--- config.mk ---
export PLATFORM = sky130hd
export DESIGN_NAME = mmio_bus_ctrl
export DESIGN_NICKNAME = d
export VERILOG_FILES = /design/src/rtl/mmio_pkg.sv /design/src/rtl/mmio_addr_decode.sv /design/src/rtl/mmio_bus_ctrl.sv
export SDC_FILE = /design/constraint.sdc
export NUM_CORES = 1
export LEC_CHECK = 0
export CAP_MARGIN = 20
export CORE_AREA = 3 3 181 183
export CTS_BUF_LIST = sky130_fd_sc_hd__clkbuf_4 sky130_fd_sc_hd__clkbuf_8 sky130_fd_sc_hd__clkbuf_16
export CTS_CLUSTER_DIAMETER = 40
export DETAILED_ROUTE_END_ITERATION = 10
export DIE_AREA = 0 0 184 186
export PLACE_DENSITY = 0.54
export SYNTH_ARGS = -nofsm -noshare
export SYNTH_HDL_FRONTEND = slang
export SYNTH_SLANG_ARGS = --single-unit
--- constraint.sdc ---
create_clock -name clk -period 3.4 [get_ports clk]
set_clock_uncertainty 0.2 [all_clocks]
set_input_delay 0.51 -clock clk [delete_from_list [all_inputs] [get_ports clk]]
set_output_delay 0.51 -clock clk [all_outputs]
set_load 0.05 [all_outputs]
--- src/rtl/mmio_pkg.sv ---
// Shared definitions for the MMIO interconnect: FSM encoding, default peripheral
// tags and the error read pattern.
package mmio_pkg;

  typedef enum logic [1:0] {
    ST_IDLE   = 2'd0,
    ST_ACCESS = 2'd1,
    ST_RESP   = 2'd2
  } state_t;

  localparam logic [3:0] TAG_RAM     = 4'h0;
  localparam logic [3:0] TAG_COUNTER = 4'h1;
  localparam logic [3:0] TAG_PITCH   = 4'h2;
  localparam logic [3:0] TAG_VRAM    = 4'hc;
  localparam logic [3:0] TAG_PS2     = 4'hd;
  localparam logic [3:0] TAG_GPIO    = 4'he;
  localparam logic [3:0] TAG_SW      = 4'hf;
  localparam logic [3:0] TAG_AUX     = 4'h3;

  // Slave 0 sits in the least significant nibble.
  localparam logic [31:0] DEFAULT_TAGS = {TAG_AUX, TAG_SW, TAG_GPIO, TAG_PS2,
                                          TAG_VRAM, TAG_PITCH, TAG_COUNTER, TAG_RAM};

  localparam logic [31:0] DEFAULT_ERR_RDATA = 32'hDEAD_BEEF;

endpackage

--- src/rtl/mmio_addr_decode.sv ---
// Combinational region decode: compares an address tag against the slave tag
// table and returns a one-hot hit vector (lowest index wins) plus a miss flag.
module mmio_addr_decode #(
  parameter int N_SLAVES = 8,
  parameter int SEL_W    = 4,
  parameter logic [N_SLAVES*SEL_W-1:0] SLAVE_TAGS = mmio_pkg::DEFAULT_TAGS
) (
  input  logic [SEL_W-1:0]    tag,
  output logic [N_SLAVES-1:0] hit,
  output logic                miss
);

  logic found;

  always_comb begin
    hit   = '0;
    found = 1'b0;
    for (int i = 0; i < N_SLAVES; i++) begin
      if (!found && (SLAVE_TAGS[i*SEL_W +: SEL_W] == tag)) begin
        hit[i] = 1'b1;
        found  = 1'b1;
      end
    end
    miss = !found;
  end

endmodule

--- src/rtl/mmio_bus_ctrl.sv ---
// Registered MMIO interconnect between the CPU data port and N slaves with
// one-hot req/ack handshake, timeout and fault-address capture.
module mmio_bus_ctrl
  import mmio_pkg::*;
#(
  parameter int N_SLAVES = 8,
  parameter int DATA_W   = 32,
  parameter int ADDR_W   = 32,
  parameter int SEL_W    = 4,
  parameter logic [N_SLAVES*SEL_W-1:0] SLAVE_TAGS = DEFAULT_TAGS,
  parameter int TIMEOUT  = 64,
  parameter logic [DATA_W-1:0] ERR_RDATA = DEFAULT_ERR_RDATA
) (
  input  logic                       clk,
  input  logic                       rst_n,
  input  logic                       cpu_req,
  input  logic                       cpu_we,
  input  logic [ADDR_W-1:0]          cpu_addr,
  input  logic [DATA_W-1:0]          cpu_wdata,
  output logic [DATA_W-1:0]          cpu_rdata,
  output logic                       cpu_ready,
  output logic                       cpu_err,
  output logic [N_SLAVES-1:0]        slv_req,
  output logic                       slv_we,
  output logic [ADDR_W-SEL_W-1:0]    slv_addr,
  output logic [DATA_W-1:0]          slv_wdata,
  input  logic [N_SLAVES-1:0]        slv_ack,
  input  logic [N_SLAVES*DATA_W-1:0] slv_rdata,
  output logic [ADDR_W-1:0]          err_addr,
  output logic [7:0]                 err_count
);

  localparam int TMR_W = (TIMEOUT > 2) ? $clog2(TIMEOUT) : 1;
  localparam logic [TMR_W-1:0] TMR_LAST = TMR_W'(TIMEOUT - 1);

  state_t                state, state_nx;
  logic [TMR_W-1:0]      timer;
  logic [ADDR_W-1:0]     addr_p0;
  logic [N_SLAVES-1:0]   hit;
  logic                  miss;
  logic                  ack_hit;
  logic                  expired;
  logic [DATA_W-1:0]     rdata_sel;

  function automatic logic [7:0] sat_inc(input logic [7:0] c);
    return (c == 8'hFF) ? c : c + 8'd1;
  endfunction

  mmio_addr_decode #(
    .N_SLAVES  (N_SLAVES),
    .SEL_W     (SEL_W),
    .SLAVE_TAGS(SLAVE_TAGS)
  ) u_decode (
    .tag (cpu_addr[ADDR_W-1 -: SEL_W]),
    .hit (hit),
    .miss(miss)
  );

  // slv_req doubles as the registered slave select during ACCESS.
  assign ack_hit  = |(slv_ack & slv_req);
  assign expired  = (timer == TMR_LAST);
  assign slv_addr = addr_p0[ADDR_W-SEL_W-1:0];

  always_comb begin
    rdata_sel = '0;
    for (int i = 0; i < N_SLAVES; i++) begin
      if (slv_req[i]) rdata_sel = rdata_sel | slv_rdata[i*DATA_W +: DATA_W];
    end
  end

  always_ff @(posedge clk or negedge rst_n) begin
    if (!rst_n) state <= ST_IDLE;
    else        state <= state_nx;
  end

  always_comb begin
    state_nx = state;
    case (state)
      ST_IDLE:   if (cpu_req) state_nx = miss ? ST_RESP : ST_ACCESS;
      ST_ACCESS: if (ack_hit || expired) state_nx = ST_RESP;
      ST_RESP:   state_nx = ST_IDLE;
      default:   state_nx = ST_IDLE;
    endcase
  end

  // Ack is checked before expiry so a same-cycle ack completes cleanly.
  always_ff @(posedge clk or negedge rst_n) begin
    if (!rst_n) begin
      cpu_rdata <= '0;
      cpu_ready <= 1'b0;
      cpu_err   <= 1'b0;
      slv_req   <= '0;
      slv_we    <= 1'b0;
      slv_wdata <= '0;
      addr_p0   <= '0;
      err_addr  <= '0;
      err_count <= '0;
      timer     <= '0;
    end else begin
      cpu_ready <= 1'b0;
      cpu_err   <= 1'b0;
      case (state)
        ST_IDLE: begin
          if (cpu_req) begin
            slv_we    <= cpu_we;
            slv_wdata <= cpu_wdata;
            addr_p0   <= cpu_addr;
            timer     <= '0;
            if (miss) begin
              cpu_ready <= 1'b1;
              cpu_err   <= 1'b1;
              cpu_rdata <= ERR_RDATA;
              err_addr  <= cpu_addr;
              err_count <= sat_inc(err_count);
            end else begin
              slv_req <= hit;
            end
          end
        end
        ST_ACCESS: begin
          if (ack_hit) begin
            slv_req   <= '0;
            cpu_ready <= 1'b1;
            cpu_rdata <= slv_we ? '0 : rdata_sel;
          end else if (expired) begin
            slv_req   <= '0;
            cpu_ready <= 1'b1;
            cpu_err   <= 1'b1;
            cpu_rdata <= ERR_RDATA;
            err_addr  <= addr_p0;
            err_count <= sat_inc(err_count);
          end else begin
            timer <= timer + TMR_W'(1);
          end
        end
        default: ;
      endcase
    end
  end

endmodule

==> results of run 1 <==
## placed cells by master (no fill, tap or decap), types with 7 or more instances in the layout
master           count
clkdlybuf4s50_1    471
nand2_1            304
dfrtp_1            155
a22oi_1            130
mux2_2              41
a41oi_1             24
o22a_1              24
buf_4               22
clkbuf_16           17
nand3_1             10
nand4_1              9
a22o_1               8
xnor2_1              7
## power groups by stage
stage	Combinational [mW]	Clock (mW)	Sequential [mW]
5_1_grt	6.72	2.05	3.10
3_3_place_gp	6.37	0	3.01
4_1_cts	6.41	1.97	3.01
3_5_place_dp	6.39	0	3.02
2_1_floorplan	2.50	0	4.61
6_report	6.32	1.91	3.00
## critical path, cell delays in order, from the launching register on
cell	delay (ps)
dfrtp_1	500
buf_4	240
clkdlybuf4s50_1	820
## state kept, by name, indices dropped and copies added, names as in the netlist
name       count
slv_req        8
state          2
cpu_err        1
timer          6
err_addr      32
addr_p0       32
cpu_rdata     32
cpu_ready      1
err_count      8
slv_we         1
slv_wdata     32
## area by class of cell
class,count,share of cell area
Timing Repair Buffer,498,0.366
Sequential cell,155,0.286
Multi-Input combinational cell,606,0.266
Tap cell,402,0.0371
Clock buffer,18,0.0324
Clock inverter,14,0.0106
Inverter,4,0.00111
Antenna cell,6,0.00111
## metal layers
metal | share of wire | up-vias | global-route usage
met5 | 0 | - | 0
met1 | 0.39 | 4015 | 0.248
met2 | 0.50 | 344 | 0.356
met3 | 0.088 | 46 | 0.0692
met4 | 0.023 | 0 | 0.0735
li1 | - | 3876 | -
## logic make-up after synthesis
kind of cell | count (synthesis)
muxes | 43
AOI/OAI and AO/OA | 198
xor gates and xnor gates | 8
buffers and inverters | 102
and+or+nand+nor | 355
DFF | 155
adders and majority gates | 2
## timing repair
item	in CTS	in global routing
gates resized for setup	0	0
hold buffers	1	0
endpoints found under the hold margin	48	0
## stage by stage
stage | hold WS [ps] | std cells | util
after floorplan | 14.4 | 863 | -
after global placement | 257 | 1664 | 0.413
after detailed placement | 262 | 1664 | 0.413
after CTS | 280 | 1697 | 0.432
final | 276 | 1703 | 0.432
after global routing | 298 | 1703 | 0.432
## final timing paths
check,startpoint,slack [ps],end,cells past startpoint
setup / recovery,slv_req[2],710,slv_req[2],2
hold / removal,addr_p0[31],280,addr_p0[31],2
setup reg to reg,slv_req[1],890,cpu_rdata[26],6
hold reg to reg,addr_p0[31],280,addr_p0[31],2
max in group asynchronous,rst_n,1740,err_addr[4],3
min in group asynchronous,rst_n,450,cpu_rdata[17],2
==> metrics.txt, run 1 <==
initial core utilization 0.254; Fin. Hold Viols 0; FMAX 372 MHz; grt total ovfl 0; Area after DPL 13000 um^2; Post-DP HPWL 28.5 mm; CP Capture Type output port; CP arrival 1980 ps; Setup WS pre-CTS 376 ps; top post-synthesis cells by area dfrtp_1 49%, nand2_1 14%, a22oi_1 12%, mux2_2 5.8%, buf_4 2.6%; DR WL/cell 22.1 um; input/output buffers 474; syn_nets 1197; Finished Cell Area 13600 um^2; later-pin clock latency in the skew report 430 ps; RSZ-0062 raised after global routing false; Most used DFF post-synth dfrtp_1; Via density 4.86; Ports 475; Synth Area in Simple Gates 0.180; NetSw 5.45 mW; post-synthesis mux area share 0.0603; actual slew at the worst max-slew pin 715 ps; worst hold path type reg -> reg; # setup viols final 0; Tmin final 2690 ps; root buf cell clkbuf_16; Row Count 65; PnR worst setup slack 714 ps; most frequent cell after synthesis nand2_1; Clock Sinks 155; sequential share of power 0.267; DRT antenna net count 0; Synth Register Bits 155; Reg area 3880 um^2; critical path type reg -> out; switching share of power 0.485; die area 34200 um^2; cts bufs inserted 17; Unique masters post-synth 42; main combinational cell family by area after synthesis compound AO/OA/AOI/OAI gates; Power Dens Cells 828 nW/um^2; required time of the critical path 2690 ps; internal power 5.79 mW; Synth Area in Adders 0.00313; XOR/XNOR share of the synthesized area 0.00877; Setup TNS 0 ps; DRC viols 0; Comb pwr share 0.562; Synth Area in Compound Gates 0.195; leak pwr 5.66 nW; CTS tree done; area leader, netlist dfrtp_1; Clock Power Share 0.170; period utilisation layout 0.790; status finished clean; max_cap viols 0; CP Max Fanout 9; Die Y 186 um; Routed WL 37.7 mm; layout cells sized above 1 0.0842; worst rel slew slack 0.520; Syn. warnings 0; FFs w/ async S/R, synth 1.00; vias in the first global route 8394; Max VDD drop 0.541 mV; Mapped Area 7990 um^2; nets 1616; Fill cells 3083; Pwr Total 11.2 mW; Final Wtd Congestion 0.843; GRT Total Usage 0.209; total setup buffers inserted after CTS 0; synthesized instance count 863; Chip Width 184 um; pin count of the biggest net entering global routing 55; DR iter-0 viols 459; CTS H-tree lvls 4; Area growth, synth to finish 69.9%; Avg Synthesized Cell Area 9.25 um^2; antenna violations before repair 6; First-pass DRT Iterations 5; clk slew on worst S/H paths 70 ps; startpoint type of the worst setup path flip-flop; share of the synthesized area in the top cell type 0.486; footprint of the multi-input gates 3610 um^2; core area 31400 um^2; count of flip-flops with a built-in enable after synthesis 0; commonest cells in the netlist 305 x nand2_1, 155 x dfrtp_1, 130 x a22oi_1; first-pass GRT wire length 53.7 mm; via count 8281; CTS Buffer Depth 2; Slew Viols, Final 0; post-synthesis sequential area ratio 0.486
Power figures use the tool's default switching activity.
==> run 2, diff against run 1 <==
--- a/config.mk
+++ b/config.mk
@@ -6,12 +6,12 @@
 export NUM_CORES = 1
 export LEC_CHECK = 0
 export CAP_MARGIN = 20
-export CORE_AREA = 3 3 181 183
+export CORE_AREA = 3 3 183 185
 export CTS_BUF_LIST = sky130_fd_sc_hd__clkbuf_4 sky130_fd_sc_hd__clkbuf_8 sky130_fd_sc_hd__clkbuf_16
 export CTS_CLUSTER_DIAMETER = 40
 export DETAILED_ROUTE_END_ITERATION = 10
-export DIE_AREA = 0 0 184 186
-export PLACE_DENSITY = 0.54
+export DIE_AREA = 0 0 186 188
+export PLACE_DENSITY = 0.53
 export SYNTH_ARGS = -nofsm -noshare
 export SYNTH_HDL_FRONTEND = slang
 export SYNTH_SLANG_ARGS = --single-unit
==> constraint.sdc (replaced) <==
create_clock -name clk -period 2.6 [get_ports clk]
set_clock_uncertainty 0.2 [all_clocks]
set_input_delay 0.39 -clock clk [delete_from_list [all_inputs] [get_ports clk]]
set_output_delay 0.39 -clock clk [all_outputs]
set_load 0.05 [all_outputs]
==> metrics.txt, run 2 (synthesis results as in run 1) <==
Worst Setup SP timer[0] (was slv_req[2]); Area growth, synth to finish 72.3% (was 69.9%); layout cells sized above 1 0.0945 (was 0.0842); Slew Viols, Final 0 (unchanged); first-pass GRT wire length 56.0 mm (was 53.7 mm); Reg-to-Reg End slv_req[2] (was cpu_rdata[26]); # placed instances 1676 (was 1664); DRT antenna net count 0 (unchanged); Ports 475 (unchanged); CTS Hold Buffers Added 1 (unchanged); max_cap viols 0 (unchanged); startpoint type of the worst setup path flip-flop (unchanged); nets 1622 (was 1616); Setup WS pre-CTS 9.39 ps (was 376 ps); CP Capture Type flip-flop (was output port); input/output buffers 474 (unchanged); CTS Buffer Depth 2 (unchanged); CP arrival 2530 ps (was 1980 ps); actual slew at the worst max-slew pin 625 ps (was 715 ps); Post-DP HPWL 29.1 mm (was 28.5 mm); Non-Filler Instances 1723 (was 1703); worst rel slew slack 0.582 (was 0.520); via count 8347 (was 8281); core area 32200 um^2 (was 31400 um^2); Finished Cell Area 13800 um^2 (was 13600 um^2); grt total ovfl 0 (unchanged); period utilisation layout 0.935; Row Count 66 (was 65); GRT Total Usage 0.213 (was 0.209); Area after DPL 13100 um^2 (was 13000 um^2); Chip Width 186 um (was 184 um); First-pass DRT Iterations 5 (unchanged); # setup viols final 0 (unchanged); vias in the first global route 8744 (was 8394); Final Wtd Congestion 0.856 (was 0.843); worst hold path type in -> async (was reg -> reg); total setup buffers inserted after CTS 0 (unchanged); Clock Sinks 155 (unchanged); later-pin clock latency in the skew report 430 ps (about the same); worst r2r path cells 6 (unchanged); Die Y 188 um (was 186 um); PnR worst setup slack 170 ps (was 714 ps); CP Max Fanout 8 (was 9); root buf cell clkbuf_16 (unchanged); CTS H-tree lvls 4 (unchanged); Max VDD drop 0.687 mV (was 0.541 mV); most common cell after layout, fill and taps aside clkdlybuf4s50_1 (unchanged); antenna violations before repair 14 (was 6); CTS resizes 0 (unchanged); worst reg2reg startpoint timer[0] (was slv_req[1]); DR iter-0 viols 401 (was 459); Post-Route Utilization 0.427 (was 0.432); critical path type reg -> reg (was reg -> out); FMAX 411 MHz; DR WL/cell 22.3 um (was 22.1 um); clk slew on worst S/H paths 80 ps (was 70 ps); worst setup path endpoint slv_req[2] (unchanged); status finished clean (unchanged); Setup TNS 0 ps (unchanged); initial core utilization 0.248 (was 0.254); commonest cells after routing, fill and taps aside 463 x clkdlybuf4s50_1, 304 x nand2_1, 155 x dfrtp_1 (was 471 x clkdlybuf4s50_1, 304 x nand2_1, 155 x dfrtp_1); leak pwr 5.73 nW (was 5.66 nW); Via density 4.84 (was 4.86); RSZ-0062 raised after global routing false (unchanged); CTS tree done (unchanged); cts bufs inserted 17 (unchanged); Routed WL 38.5 mm (was 37.7 mm); Fin. Hold Viols 0 (unchanged); FF-to-FF setup slack 170 ps (was 890 ps); required time of the critical path 2700 ps (was 2690 ps); Tmin final 2430 ps; DRC viols 0 (unchanged); Power Dens Cells 1070 nW/um^2 (was 828 nW/um^2); pin count of the biggest net entering global routing 52 (was 55); die area 35000 um^2 (was 34200 um^2)
run 2: cell types whose count changed in the layout (fill, tap and decap cells not counted), sizes merged:
cell / delta
clkinv: +2
clkdlybuf4s50: -8
inv: -2
buf: +14
diode: +8
run 2: how the worst min path moves through the flow:
stage | endpoint | slack [ps] | cells after the start
3_3_place_gp | cpu_rdata[14] | 100 | 1
3_5_place_dp | cpu_rdata[17] | 100 | 1
5_1_grt | cpu_rdata[29] | 240 | 2
4_1_cts | cpu_rdata[29] | 240 | 2
2_1_floorplan | addr_p0[0] | -110 | 0
6_report | cpu_rdata[29] | 230 | 2
run 2: area by class of cell:
class                      count  area (um^2)
antenna                       14         35.0
clock buffer                  18          439
clock inverter                14          129
fill                        3168        18400
inverter                       4         15.0
multi-input combinational    606         3610
sequential                   155         3880
tap                          408          510
timing repair buffer         504         5140
run 2: critical path: stages (launching register included):
cell      delay (ps)
dfrtp_1          410
ha_1             190
nand3_1          160
nor3_1           420
buf_4            210
nand3b_1         350
mux2_2           390
run 2: metal layers:
| layer | track usage | vias up | share of wire |
|---|---|---|---|
| li1 | - | 3904 | - |
| met1 | 0.241 | 4052 | 0.39 |
| met2 | 0.365 | 333 | 0.49 |
| met3 | 0.0749 | 56 | 0.087 |
| met4 | 0.0865 | 2 | 0.037 |
| met5 | 0 | - | 0.00034 |
run 2: per-stage QoR:
| stage | hold WS [ps] | power, mW |
|---|---|---|
| CTS | 235 | 15.0 |
| global route | 240 | 15.6 |
| finish | 235 | 14.8 |
| detailed placement | 97.9 | 12.4 |
| global placement | 98.8 | 12.4 |
| floorplan | -106 | 9.29 |
run 2: power by group:
group | switching [mW] | internal (mW)
logic | 5.34 | 3.03
clock network | 1.15 | 1.29
registers | 0.614 | 3.32
total | 7.11 | 7.65
==> run 3, diff against run 2 <==
--- a/config.mk
+++ b/config.mk
@@ -12,6 +12,7 @@
 export DETAILED_ROUTE_END_ITERATION = 10
 export DIE_AREA = 0 0 186 188
 export PLACE_DENSITY = 0.53
+export SETUP_SLACK_MARGIN = 0.05
 export SYNTH_ARGS = -nofsm -noshare
 export SYNTH_HDL_FRONTEND = slang
 export SYNTH_SLANG_ARGS = --single-unit
==> metrics.txt, run 3 (synthesis results as in run 1) <==
status finished clean (unchanged); Via density 4.85 (was 4.84); # placed instances 1676 (unchanged); Slew Viols, Final 0 (unchanged); Routed WL 38.5 mm (about the same); initial core utilization 0.248 (unchanged); RSZ-0062 raised after global routing false (unchanged); nets 1622 (unchanged); worst rel slew slack 0.579 (was 0.582); first-pass GRT wire length 56.0 mm (unchanged); root buf cell clkbuf_16 (unchanged); worst path cell trace ha_1 > nand3_1 > nor3_2 > buf_4 > nand3b_1 > mux2_2 (was ha_1 > nand3_1 > nor3_1 > buf_4 > nand3b_1 > mux2_2); DR iter-0 viols 404 (was 401); critical path type reg -> reg (unchanged); Chip Width 186 um (unchanged); CTS H-tree lvls 4 (unchanged); pin count of the biggest net entering global routing 52 (unchanged); most common cell after layout, fill and taps aside clkdlybuf4s50_1 (unchanged); Post-Route Utilization 0.427 (about the same); input/output buffers 474 (unchanged); worst hold path type in -> async (unchanged); antenna violations before repair 14 (unchanged); startpoint type of the worst setup path flip-flop (unchanged); Die Y 188 um (unchanged); CP Max Fanout 8 (unchanged); via count 8356 (was 8347); CTS tree done (unchanged); Max VDD drop 0.687 mV (about the same); internal power 7.65 mW (about the same); NetSw 7.11 mW (about the same); leak pwr 5.73 nW (about the same); grt total ovfl 0 (unchanged); FMAX 435 MHz (was 411 MHz); DRC viols 0 (unchanged); DRT antenna net count 0 (unchanged); Area growth, synth to finish 72.3% (about the same); layout cells sized above 1 0.0953 (was 0.0945); Post-DP HPWL 29.1 mm (unchanged); DR WL/cell 22.4 um (was 22.3 um); # setup viols final 0 (unchanged); CP Capture Type flip-flop (unchanged); Non-Filler Instances 1723 (unchanged); sequential share of power 0.267 (about the same); Fin. Hold Viols 0 (unchanged); die area 35000 um^2 (unchanged); GRT Total Usage 0.213 (unchanged); Max stage delay on crit path 410 ps (was 420 ps); Power Dens Cells 1070 nW/um^2 (about the same); Fill cells 3165 (was 3168); Row Count 66 (unchanged); Comb pwr share 0.567 (was 0.568); max_cap viols 0 (unchanged); vias in the first global route 8744 (unchanged); WHS 234 ps (was 235 ps); switching share of power 0.482 (about the same); Reg area 3880 um^2 (unchanged); Ports 475 (unchanged); worst reg2reg startpoint timer[0] (unchanged); Clock Power Share 0.166 (about the same); core area 32200 um^2 (unchanged); First-pass DRT Iterations 5 (unchanged); period utilisation layout 0.885 (was 0.935); total setup buffers inserted after CTS 0 (unchanged); footprint of the multi-input gates 3620 um^2 (was 3610 um^2); actual slew at the worst max-slew pin 630 ps (was 625 ps); cts bufs inserted 17 (unchanged); slowest library cell on the worst path dfrtp_1 (was nor3_1); CP arrival 2400 ps (was 2530 ps); Clock Sinks 155 (unchanged); Worst Setup SP timer[0] (unchanged); Setup TNS 0 ps (unchanged); CTS Buffer Depth 2 (unchanged); required time of the critical path 2700 ps (about the same); Tmin final 2300 ps (was 2430 ps); clk slew on worst S/H paths 80 ps (about the same); crit path buf inv count 1 (unchanged); later-pin clock latency in the skew report 430 ps (about the same); Pwr Total 14.8 mW (about the same); Final Wtd Congestion 0.856 (unchanged); commonest cells after routing, fill and taps aside 463 x clkdlybuf4s50_1, 304 x nand2_1, 155 x dfrtp_1 (unchanged); delay-heaviest family, CP simple AND/OR/NAND/NOR gates (unchanged)
==> run 3: changes by cell type in the layout (fill, tap and decap cells not counted) <==
cell,previous run,this run
nor3_1,3,2
nor3_2,0,1
==> run 3: stage by stage <==
| step | worst slack (ps) | area [um^2] |
|---|---|---|
| after floorplan | 186 | 7990 |
| after global placement | 30.6 | 13100 |
| after detailed placement | 9.39 | 13100 |
| after CTS | 169 | 13700 |
| after global routing | 170 | 13700 |
| final | 299 | 13800 |
==> run 3: worst paths after layout <==
kind                            endpoint  slack [ps]  cells past startpoint
min                        cpu_rdata[29]         230                      2
max in group asynchronous  slv_wdata[23]        1280                      3
min reg2reg                slv_wdata[19]         280                      2
min in group clk           slv_wdata[19]         280                      2
max                           slv_req[2]         300                      6
max reg2reg                   slv_req[2]         300                      6
==> run 3: what timing repair did <==
item | 4_1_cts | 5_1_grt
hold buffers | 1 | 0
endpoints found under the hold margin | 50 | 0
gates resized for setup | 0 | 1
endpoints found under the setup margin | 0 | 6
==> run 3: power groups by stage <==
stage	clock (mW)	sequential, mW	combinational [mW]
after floorplan	0	6.02	3.27
after global placement	0	3.94	8.44
final	2.45	3.94	8.37
after CTS	2.54	3.95	8.49
after global routing	2.65	4.08	8.91
after detailed placement	0	3.97	8.46
==> run 3: routing by layer <==
layer | vias to the layer above | global-route usage | wire (um)
met2 | 343 | 0.365 | 18700
met1 | 4049 | 0.241 | 14900
met5 | - | 0 | 13
met4 | 2 | 0.0865 | 1490
met3 | 59 | 0.0749 | 3420
li1 | 3903 | - | -
==> run 3: worst register-to-register path: cells and delay by family (launching register included) <==
| kind | cells | cell delay [ps] |
|---|---|---|
| buffers and inverters | 1 | 180 |
| multiplexers | 1 | 390 |
| flip-flops | 1 | 410 |
| AND/OR/NAND/NOR | 3 | 820 |
| adder cells (fa/ha/maj) | 1 | 190 |
==> run 3: cell type report <==
cell class,count,share of cell area
Inverter,4,0.00109
Multi-Input combinational cell,606,0.263
Sequential cell,155,0.282
Clock inverter,14,0.00936
Antenna cell,14,0.00255
Clock buffer,18,0.0319
Timing Repair Buffer,504,0.373
Tap cell,408,0.0371
